==> config.mk <==
export PLATFORM = sky130hd
export DESIGN_NAME = joystick_nav_repeat
export DESIGN_NICKNAME = d
export VERILOG_FILES = /design/src/rtl/joystick_nav_repeat.sv
export SDC_FILE = /design/constraint.sdc
export NUM_CORES = 1
export LEC_CHECK = 0
export ABC_AREA = 1
export CAP_MARGIN = 10
export CORE_ASPECT_RATIO = 0.75
export CORE_MARGIN = 2
export CORE_UTILIZATION = 31
export CTS_BUF_LIST = sky130_fd_sc_hd__clkbuf_16
export DETAILED_ROUTE_END_ITERATION = 7
export PLACE_DENSITY_LB_ADDON = 0.25
export SLEW_MARGIN = 25
export SYNTH_ARGS = -nofsm -noshare
export SYNTH_HDL_FRONTEND = slang
export SYNTH_SLANG_ARGS = --single-unit
==> constraint.sdc <==
create_clock -name clk -period 2.2 [get_ports clk]
set_input_delay 0.33 -clock clk [delete_from_list [all_inputs] [get_ports clk]]
set_output_delay 0.33 -clock clk [all_outputs]
set_load 0.02 [all_outputs]
==> src/rtl/joystick_nav_repeat.sv <==
// Two-axis joystick to navigation button converter: hysteretic dead zone,
// hold qualification and typematic auto-repeat, one independent FSM per axis.

module joystick_axis_fsm #(
    parameter int unsigned ADC_W        = 10,
    parameter int unsigned LOW_TH       = 200,
    parameter int unsigned HIGH_TH      = 800,
    parameter int unsigned HYST         = 50,
    parameter int unsigned HOLD_CYC     = 5000,
    parameter int unsigned REPEAT_DELAY = 500000,
    parameter int unsigned REPEAT_RATE  = 100000,
    parameter int unsigned CNT_W        = 24
) (
    input  logic             clk,
    input  logic             rst_n,
    input  logic [ADC_W-1:0] sample,
    input  logic             repeat_en,
    output logic             pulse_neg,
    output logic             pulse_pos,
    output logic             active
);

    typedef enum logic [1:0] {IDLE, HOLD, DELAY, REPEAT} state_t;

    localparam logic [CNT_W-1:0] HOLD_LAST  = CNT_W'(HOLD_CYC - 1);
    localparam logic [CNT_W-1:0] DELAY_LAST = CNT_W'(REPEAT_DELAY - 1);
    localparam logic [CNT_W-1:0] RATE_LAST  = CNT_W'(REPEAT_RATE - 1);

    state_t           state_q, state_d;
    logic [CNT_W-1:0] cnt_q, cnt_d;
    logic             dir_q, dir_d;   // 0: negative side, 1: positive side
    logic             fire;

    logic is_neg, is_pos, is_inner, same_side, opp_side;

    // Sample classification against the thresholds and release band
    always_comb begin
        is_neg    = sample < ADC_W'(LOW_TH);
        is_pos    = sample > ADC_W'(HIGH_TH);
        is_inner  = (sample >= ADC_W'(LOW_TH + HYST)) && (sample <= ADC_W'(HIGH_TH - HYST));
        same_side = dir_q ? is_pos : is_neg;
        opp_side  = dir_q ? is_neg : is_pos;
    end

    // Next-state, counter and pulse request
    always_comb begin
        state_d = state_q;
        cnt_d   = cnt_q;
        dir_d   = dir_q;
        fire    = 1'b0;
        case (state_q)
            IDLE: begin
                if (is_neg || is_pos) begin
                    state_d = HOLD;
                    dir_d   = is_pos;
                    cnt_d   = '0;
                end
            end
            HOLD: begin
                if (!same_side) begin
                    state_d = IDLE;
                    cnt_d   = '0;
                end else if (cnt_q == HOLD_LAST) begin
                    fire    = 1'b1;
                    cnt_d   = '0;
                    state_d = DELAY;
                end else begin
                    cnt_d = cnt_q + CNT_W'(1);
                end
            end
            DELAY: begin
                if (is_inner || opp_side) begin
                    state_d = IDLE;
                    cnt_d   = '0;
                end else if (!repeat_en) begin
                    cnt_d = '0;
                end else if (cnt_q == DELAY_LAST) begin
                    fire    = 1'b1;
                    cnt_d   = '0;
                    state_d = REPEAT;
                end else begin
                    cnt_d = cnt_q + CNT_W'(1);
                end
            end
            REPEAT: begin
                if (is_inner || opp_side) begin
                    state_d = IDLE;
                    cnt_d   = '0;
                end else if (!repeat_en) begin
                    state_d = DELAY;
                    cnt_d   = '0;
                end else if (cnt_q == RATE_LAST) begin
                    fire  = 1'b1;
                    cnt_d = '0;
                end else begin
                    cnt_d = cnt_q + CNT_W'(1);
                end
            end
            default: begin
                state_d = IDLE;
                cnt_d   = '0;
            end
        endcase
    end

    // State, counter, direction and registered outputs
    always_ff @(posedge clk or negedge rst_n) begin
        if (!rst_n) begin
            state_q   <= IDLE;
            cnt_q     <= '0;
            dir_q     <= 1'b0;
            pulse_neg <= 1'b0;
            pulse_pos <= 1'b0;
            active    <= 1'b0;
        end else begin
            state_q   <= state_d;
            cnt_q     <= cnt_d;
            dir_q     <= dir_d;
            pulse_neg <= fire && !dir_q;
            pulse_pos <= fire && dir_q;
            active    <= (state_d != IDLE);
        end
    end

endmodule

module joystick_nav_repeat #(
    parameter int unsigned ADC_W        = 10,
    parameter int unsigned LOW_TH       = 200,
    parameter int unsigned HIGH_TH      = 800,
    parameter int unsigned HYST         = 50,
    parameter int unsigned HOLD_CYC     = 5000,
    parameter int unsigned REPEAT_DELAY = 500000,
    parameter int unsigned REPEAT_RATE  = 100000,
    parameter int unsigned CNT_W        = 24,
    parameter bit          Y_POS_IS_UP  = 1'b1
) (
    input  logic             clk,
    input  logic             rst_n,
    input  logic [ADC_W-1:0] x_axis_in,
    input  logic [ADC_W-1:0] y_axis_in,
    input  logic             repeat_en,
    output logic             btn_L_out,
    output logic             btn_R_out,
    output logic             btn_U_out,
    output logic             btn_D_out,
    output logic             x_active,
    output logic             y_active
);

    logic y_neg, y_pos;

    joystick_axis_fsm #(
        .ADC_W(ADC_W), .LOW_TH(LOW_TH), .HIGH_TH(HIGH_TH), .HYST(HYST),
        .HOLD_CYC(HOLD_CYC), .REPEAT_DELAY(REPEAT_DELAY),
        .REPEAT_RATE(REPEAT_RATE), .CNT_W(CNT_W)
    ) u_x (
        .clk(clk), .rst_n(rst_n), .sample(x_axis_in), .repeat_en(repeat_en),
        .pulse_neg(btn_L_out), .pulse_pos(btn_R_out), .active(x_active)
    );

    joystick_axis_fsm #(
        .ADC_W(ADC_W), .LOW_TH(LOW_TH), .HIGH_TH(HIGH_TH), .HYST(HYST),
        .HOLD_CYC(HOLD_CYC), .REPEAT_DELAY(REPEAT_DELAY),
        .REPEAT_RATE(REPEAT_RATE), .CNT_W(CNT_W)
    ) u_y (
        .clk(clk), .rst_n(rst_n), .sample(y_axis_in), .repeat_en(repeat_en),
        .pulse_neg(y_neg), .pulse_pos(y_pos), .active(y_active)
    );

    // Y orientation is a pure rewiring of already-registered pulses
    generate
        if (Y_POS_IS_UP) begin : g_y_up
            assign btn_U_out = y_pos;
            assign btn_D_out = y_neg;
        end else begin : g_y_down
            assign btn_U_out = y_neg;
            assign btn_D_out = y_pos;
        end
    endgenerate

endmodule

# After elaboration in Yosys (flattened, before gate mapping)
# Index checks and enable logic that the tools add are counted.
dict set report word_totals {
  register_bits 60
  input_bits 23
}
dict set report op_classes {
  n_addsub 2
  n_lt_le_gt_ge 8
  eq_ne 14
  mux 60
  n_reduce_logical 18
}
# op n
set op_table {}
lappend op_table {{two-way mux 24 bit} 18}
lappend op_table {{case mux 24 bit (4 select lines)} 2}
lappend op_table {{adder 24 x 1 -> 24 bit, second input constant} 2}
lappend op_table {{equality test 24 x 13 -> 1 bit, second input constant} 2}
lappend op_table {{equality test 24 x 17 -> 1 bit, second input constant} 2}
lappend op_table {{equality test 24 x 19 -> 1 bit, second input constant} 2}
lappend op_table {{two-way mux 2 bit} 16}
lappend op_table {{>= comparator 10 x 8 -> 1 bit, second input constant} 2}
lappend op_table {{greater-than comparator 10 bit, second input constant} 2}
lappend op_table {{<= comparator 10 bit, second input constant} 2}
lappend op_table {{< comparator 10 x 8 -> 1 bit, second input constant} 2}
lappend op_table {{two-way mux 1 bit} 20}
lappend op_table {{case mux 2 bit (4 select lines)} 2}
lappend op_table {{equality test 2 bit, second input constant} 4}
lappend op_table {{logical AND 1 bit} 6}
lappend op_table {{case mux 1 bit (3 select lines)} 2}
lappend op_table {{equality test 2 x 1 -> 1 bit, second input constant} 2}
lappend op_table {{logical NOT 2 bit} 2}
lappend op_table {{logical OR 1 bit} 4}
lappend op_table {{!= test 2 x 1 -> 1 bit, second input constant} 2}
lappend op_table {{AND reduction 2 bit} 2}
lappend op_table {{nonzero test 2 bit} 2}
lappend op_table {{logical NOT 1 bit} 2}

# Depth between registers and ports, before layout
dict set report logic_depth {
  depth_word 6
  depth_mapped 14
  ltp_nobuf 13
}

# Hierarchy
# From an unflattened synthesis, not the netlist that was laid out.
dict set report hier_totals {
  cells_unflattened 1080
  area_unflattened_um2 6279.8
}
# module instances cells_each area_per_inst_um2 seq_area_each_um2
set by_module_without_submodules {}
lappend by_module_without_submodules {{joystick_axis_fsm (u_x)} 1 543 3159.3 750.7}
lappend by_module_without_submodules {{joystick_axis_fsm (u_y)} 1 537 3120.5 750.7}

# Worst setup path after synthesis
# OpenSTA, ideal clock, no wires.
dict set report synth_timing {
  kind {reg2reg}
  start {reg u_x.cnt_q[0]}
  end {reg u_x.cnt_q[9]}
  setup_time_ns 0.130
  arrival_time_ns 1.588
  path_slack_ns 0.482
  path_stages_with_launch 10
  n_path_buf 0
  synth_period_minus_slack_ns 1.718
  cell_sequence {dfrtp_1 > ha_1 > nand2_1 > nor2_4 > inv_2 > nor2_1 > nand3_2 > nor3b_1 > nand3_1 > nand4_1}
}
dict set report synth_via {
  elab_chain_cells 5
  elab_cells_between_ends 13
}
# item line_no
set synth_lines {}
lappend synth_lines {{start, declared} 30} ;# logic [CNT_W-1:0] cnt_q, cnt_d;
lappend synth_lines {{start signal, assigned} 117} ;# cnt_q <= cnt_d;
lappend synth_lines {{adder 24 x 1 -> 24 bit (tied with other cells)} {68, 82, 96}}
lappend synth_lines {{two-way mux 24 bit (on tied branches)} {92, 77}}
lappend synth_lines {{two-way mux 24 bit (on tied branches)} {89, 75}}
lappend synth_lines {{two-way mux 24 bit (on tied branches)} {86, 72}}
lappend synth_lines {{case mux 24 bit (4 select lines) *} 51} ;# case (state_q)
# Mark *: on every way between the ends. The rest lies on a longest branch, timed or not.
# A chain may end at the register's enable or synchronous reset.

# Final worst setup path
dict set report layout_timing {
  start {reg u_y.cnt_q[0]}
  end {reg u_y.cnt_q[22]}
}
dict set report layout_via {
  elab_chain_cells 5
  elab_cells_between_ends 13
}
# item line_no
set layout_lines {}
lappend layout_lines {{start, declared} 30}
lappend layout_lines {{start signal, assigned} 117}
lappend layout_lines {{adder 24 x 1 -> 24 bit (tied with other cells)} {68, 82, 96}}
lappend layout_lines {{two-way mux 24 bit (on tied branches)} {92, 77}}
lappend layout_lines {{two-way mux 24 bit (on tied branches)} {89, 75}}
lappend layout_lines {{two-way mux 24 bit (on tied branches)} {86, 72}}
lappend layout_lines {{case mux 24 bit (4 select lines) *} 51}
# Marked as above.

==> impl_summary.txt <==
----------------------------------------------------
[Yosys]
  Top cells by area, synth ... dfrtp_1 (26%), nand2_1 (19%), nand3_1 (12%), nor2_1 (11%), inv_1 (7.0%)
  Netlist area before placement ... 5770 sq um
  Average cell area after synthesis ... about 5.8 sq um
  Cell count after synthesis ... 1001
  Number of distinct library cell variants in the gate-level netlist after synthesis ... 37
  Register area share after synthesis ... between 20% and 30%
  Most area-hungry cell type in the Yosys netlist ... dfrtp_1
  Proportion of netlist area held by the largest area contributor ... 26.0%
  Total of flip-flops plus latches after synthesis ... 60
  Number of warnings reported in the yosys synthesis log ... 0
  Syn Nets ... slightly above 1000

[Clock network]
  Clock Pin Slew Worst Setup and Hold Paths ... 50 ps
  Setup repair bufs after CTS ... 0
  Total clock buffers created by CTS ... 9
  Maximum root-to-sink buffer count ... 2
  Root Driver ... clkbuf_16
  Htree depth ... 3
  Hold bufs inserted after CTS ... 0
  Later-pin clock latency in the skew report ... 350 ps
  Cts repair resizes ... 0
  Clock net sink count ... 60
  Clock tree from TritonCTS ... built

[Floorplanning]
  Std-Cell Rows ... 43
  Initial Utilization ... between 30% and 40%
  Placeable core region ... between 15000 and 20000 sq um
  Die boundary width ... around 160 um
  Full die area ... about 20000 sq um
  Count of boundary I/O pins ... 29
  Y dimension of the die ... between 100 and 150 um

[Timing]
  Number of failing hold endpoints at the final stage ... 0
  Tightest Pin Transition ... about 650 ps
  Number of max-slew violations in the final report ... 0
  Fmax ... just under 0.5 GHz
  Slew Limit Headroom ... 56.6%
  Skew final ... 7.48 ps
  Final total negative setup slack ... 0 ps
  Period minus WS final ... 2020 ps
  Fraction of the cycle the final worst path needs ... between 90% and 100%
  Number of failing setup endpoints in the final timing report ... 0
  Setup ws final ... between 150 and 200 ps
  Unrepaired setup endpoints after global routing ... false

[Setup path]
  CP startpoint ... u_y.cnt_q[0]
  Crit path DAT ... approximately 2300 ps
  Maximum fanout count along the critical path ... 8
  Worst R2R Setup Slack ... around 180 ps
  Endpoint of the worst setup timing path ... u_y.cnt_q[22]
  Data required time of the worst path ... 2430 ps
  Endpoint of the most critical register-to-register path ... u_y.cnt_q[22]
  Beginning of the worst register-to-register path ... u_y.cnt_q[0]
  Logic depth of the worst register-to-register path ... 12
  Endpoint type of the worst setup path ... register
  CP Class ... register to register
  Startpoint type of the worst setup path ... register

[Placement]
  Post-placement cell count ... 1263
  Final HPWL from detailed placement ... 14.4 mm
  Number of buffers added on ports ... 28
  Worst setup slack after placement ... about 90 ps
  Global placer's final weighted congestion ... between 0.9 and 1
  Post-detailed-placement cell area ... 6430 sq um

[Detailed routing]
  Overall routed net length ... roughly 19 mm
  Number of routed nets with antenna violations ... 0
  Total iterations of the first detailed-routing run ... 5
  # DRC ... 0
  DRC violation total after the first TritonRoute iteration ... 869
  Vias per cell ... 5.14
  DR WL/cell ... around 15 um
  Via total after detailed routing ... roughly 6600

[Global routing]
  Largest net degree at the start of global routing ... 39
  Total global-route track usage ... 19.9%
  Wire length of the first global-routing pass ... about 31 mm
  Number of global-route vias before repair ... 5797
  Number of antenna violations at the first check in global routing ... 0
  Global-route congestion overflow total ... 0

[Layout]
  Post-Layout Inst Area ... between 6000 and 7000 sq um
  Count of inserted antenna diode cells ... 0
  Post-Layout Cell Count ... roughly 1300
  Layout cells sized above 1 ... 6.98%
  Area growth, synth to finish ... 16.4%
  Fill cell total of the finished layout ... between 2000 and 2500
  Number of nets in the layout ... 1052
  Leading cell type in the layout, fill and taps excluded ... nand2_1
  Top library cells by usage in the layout, fill and taps aside ... nand2_1 (292), nor2_1 (173), nand3_1 (140), inv_1 (111), dfrtp_1 (60)

[Worst hold path]
  Worst min-delay path category ... input port to asynchronous set/reset pin

[Power and ir drop]
  Leakage power ... 3.04 nW
  Maximum resistive drop on vdd ... between 300 and 400 uV
  Pwr/cell area ... 533 nW/um^2

[Run status]
  Run status ... completed

[Flow run]
  Number of violations of the max-capacitance limit ... 0

----------------------------------------------------
## layout make-up
type,count,area [sq um],share of cell area [%]
Sequential cell,60,1500,22.4
Multi-Input combinational cell,784,3610,53.8
Clock inverter,6,50.0,0.746
Timing Repair Buffer,58,588,8.77
Clock buffer,9,225,3.36
Tap cell,247,309,4.61
Inverter,114,428,6.38
## power by group
part | total [W] | switching (W) | internal (W)
clock | 0.00138 | 0.000526 | 0.000851
combinational | 0.000982 | 0.000651 | 0.000331
sequential | 0.00122 | 0.0000569 | 0.00116
## worst min-delay path by stage
stage               startpoint             to  cells past startpoint
floorplan                rst_n     u_x.active                      0
global placement         rst_n  u_x.cnt_q[20]                      1
detailed placement       rst_n  u_x.cnt_q[22]                      1
CTS                      rst_n  u_x.cnt_q[22]                      1
global route             rst_n  u_x.cnt_q[20]                      1
finish                   rst_n  u_x.cnt_q[20]                      1
## state kept, by name, summed over array words and instances (netlist names)
register       count
u_x.dir_q          1
u_x.state_q        2
u_x.cnt_q         24
u_x.pulse_neg      1
u_x.pulse_pos      1
u_y.state_q        2
u_y.active         1
u_y.pulse_pos      1
u_y.dir_q          1
u_y.cnt_q         24
u_y.pulse_neg      1
u_x.active         1
## through the flow
stage               power, W  hold WS [ps]  utilization (%)
floorplan            0.00181          34.4                -
global placement     0.00222           383             35.1
CTS                  0.00361          27.7             36.6
global route         0.00376          34.1             36.6
detailed placement   0.00221           401             35.1
finish               0.00358          1.70             36.6
## synthesized netlist by cell type
cell type  instances
nor3b_1            1
buf_6              3
nor3_1            17
nand3_2            2
nand2_2            7
nor2_2             7
and3_1             1
ha_1               2
nand2_1          292
inv_2              5
o2111ai_1          6
nand3b_1           7
nor2_1           174
buf_4              6
clkinv_1           1
buf_2             20
inv_1            108
a21oi_1           13
nor3_2             1
buf_1              2
o21ai_1            5
o21ai_0           23
clkbuf_1          12
nand3_1          140
xnor2_1            1
nor4_1             2
a21oi_2            2
or2_1              1
or2_2              1
dfrtp_1           60
o21bai_1           1
or2_0              1
nand4_1           54
and2_1             1
o211ai_1           7
nor2_4             4
xor2_1            11
## cells by family (layout without fill, tap and decap cells)
kind of cell,count (synthesis),after routing,synth area share [%]
buf+inv,157,187,11.4
compound gates,57,57,5.82
xor+xnor,12,12,1.82
fa+ha+maj,2,2,0.434
simple gates,713,713,54.4
flops,60,60,26.0
## critical path, stage by stage, from the launching register on
cell      delay (ps)
dfrtp_1          420
ha_1             220
nand2_2          100
nor2_4           210
nand2_1          160
inv_2            100
nand2_2          100
nor2_2           130
nand3_1          100
xor2_1           160
clkinv_1          80
nand2_1           60
nand2_1           50
## per-layer routing
metal | share of wire (%) | wire length [um] | GRT usage [%]
met1 | 51 | 9710 | 31.6
met2 | 39 | 7410 | 26.9
met3 | 9.3 | 1780 | 3.81
met4 | 1.2 | 228 | 5.13
met5 | 0 | 0 | 0
Power figures use the tool's default switching activity.
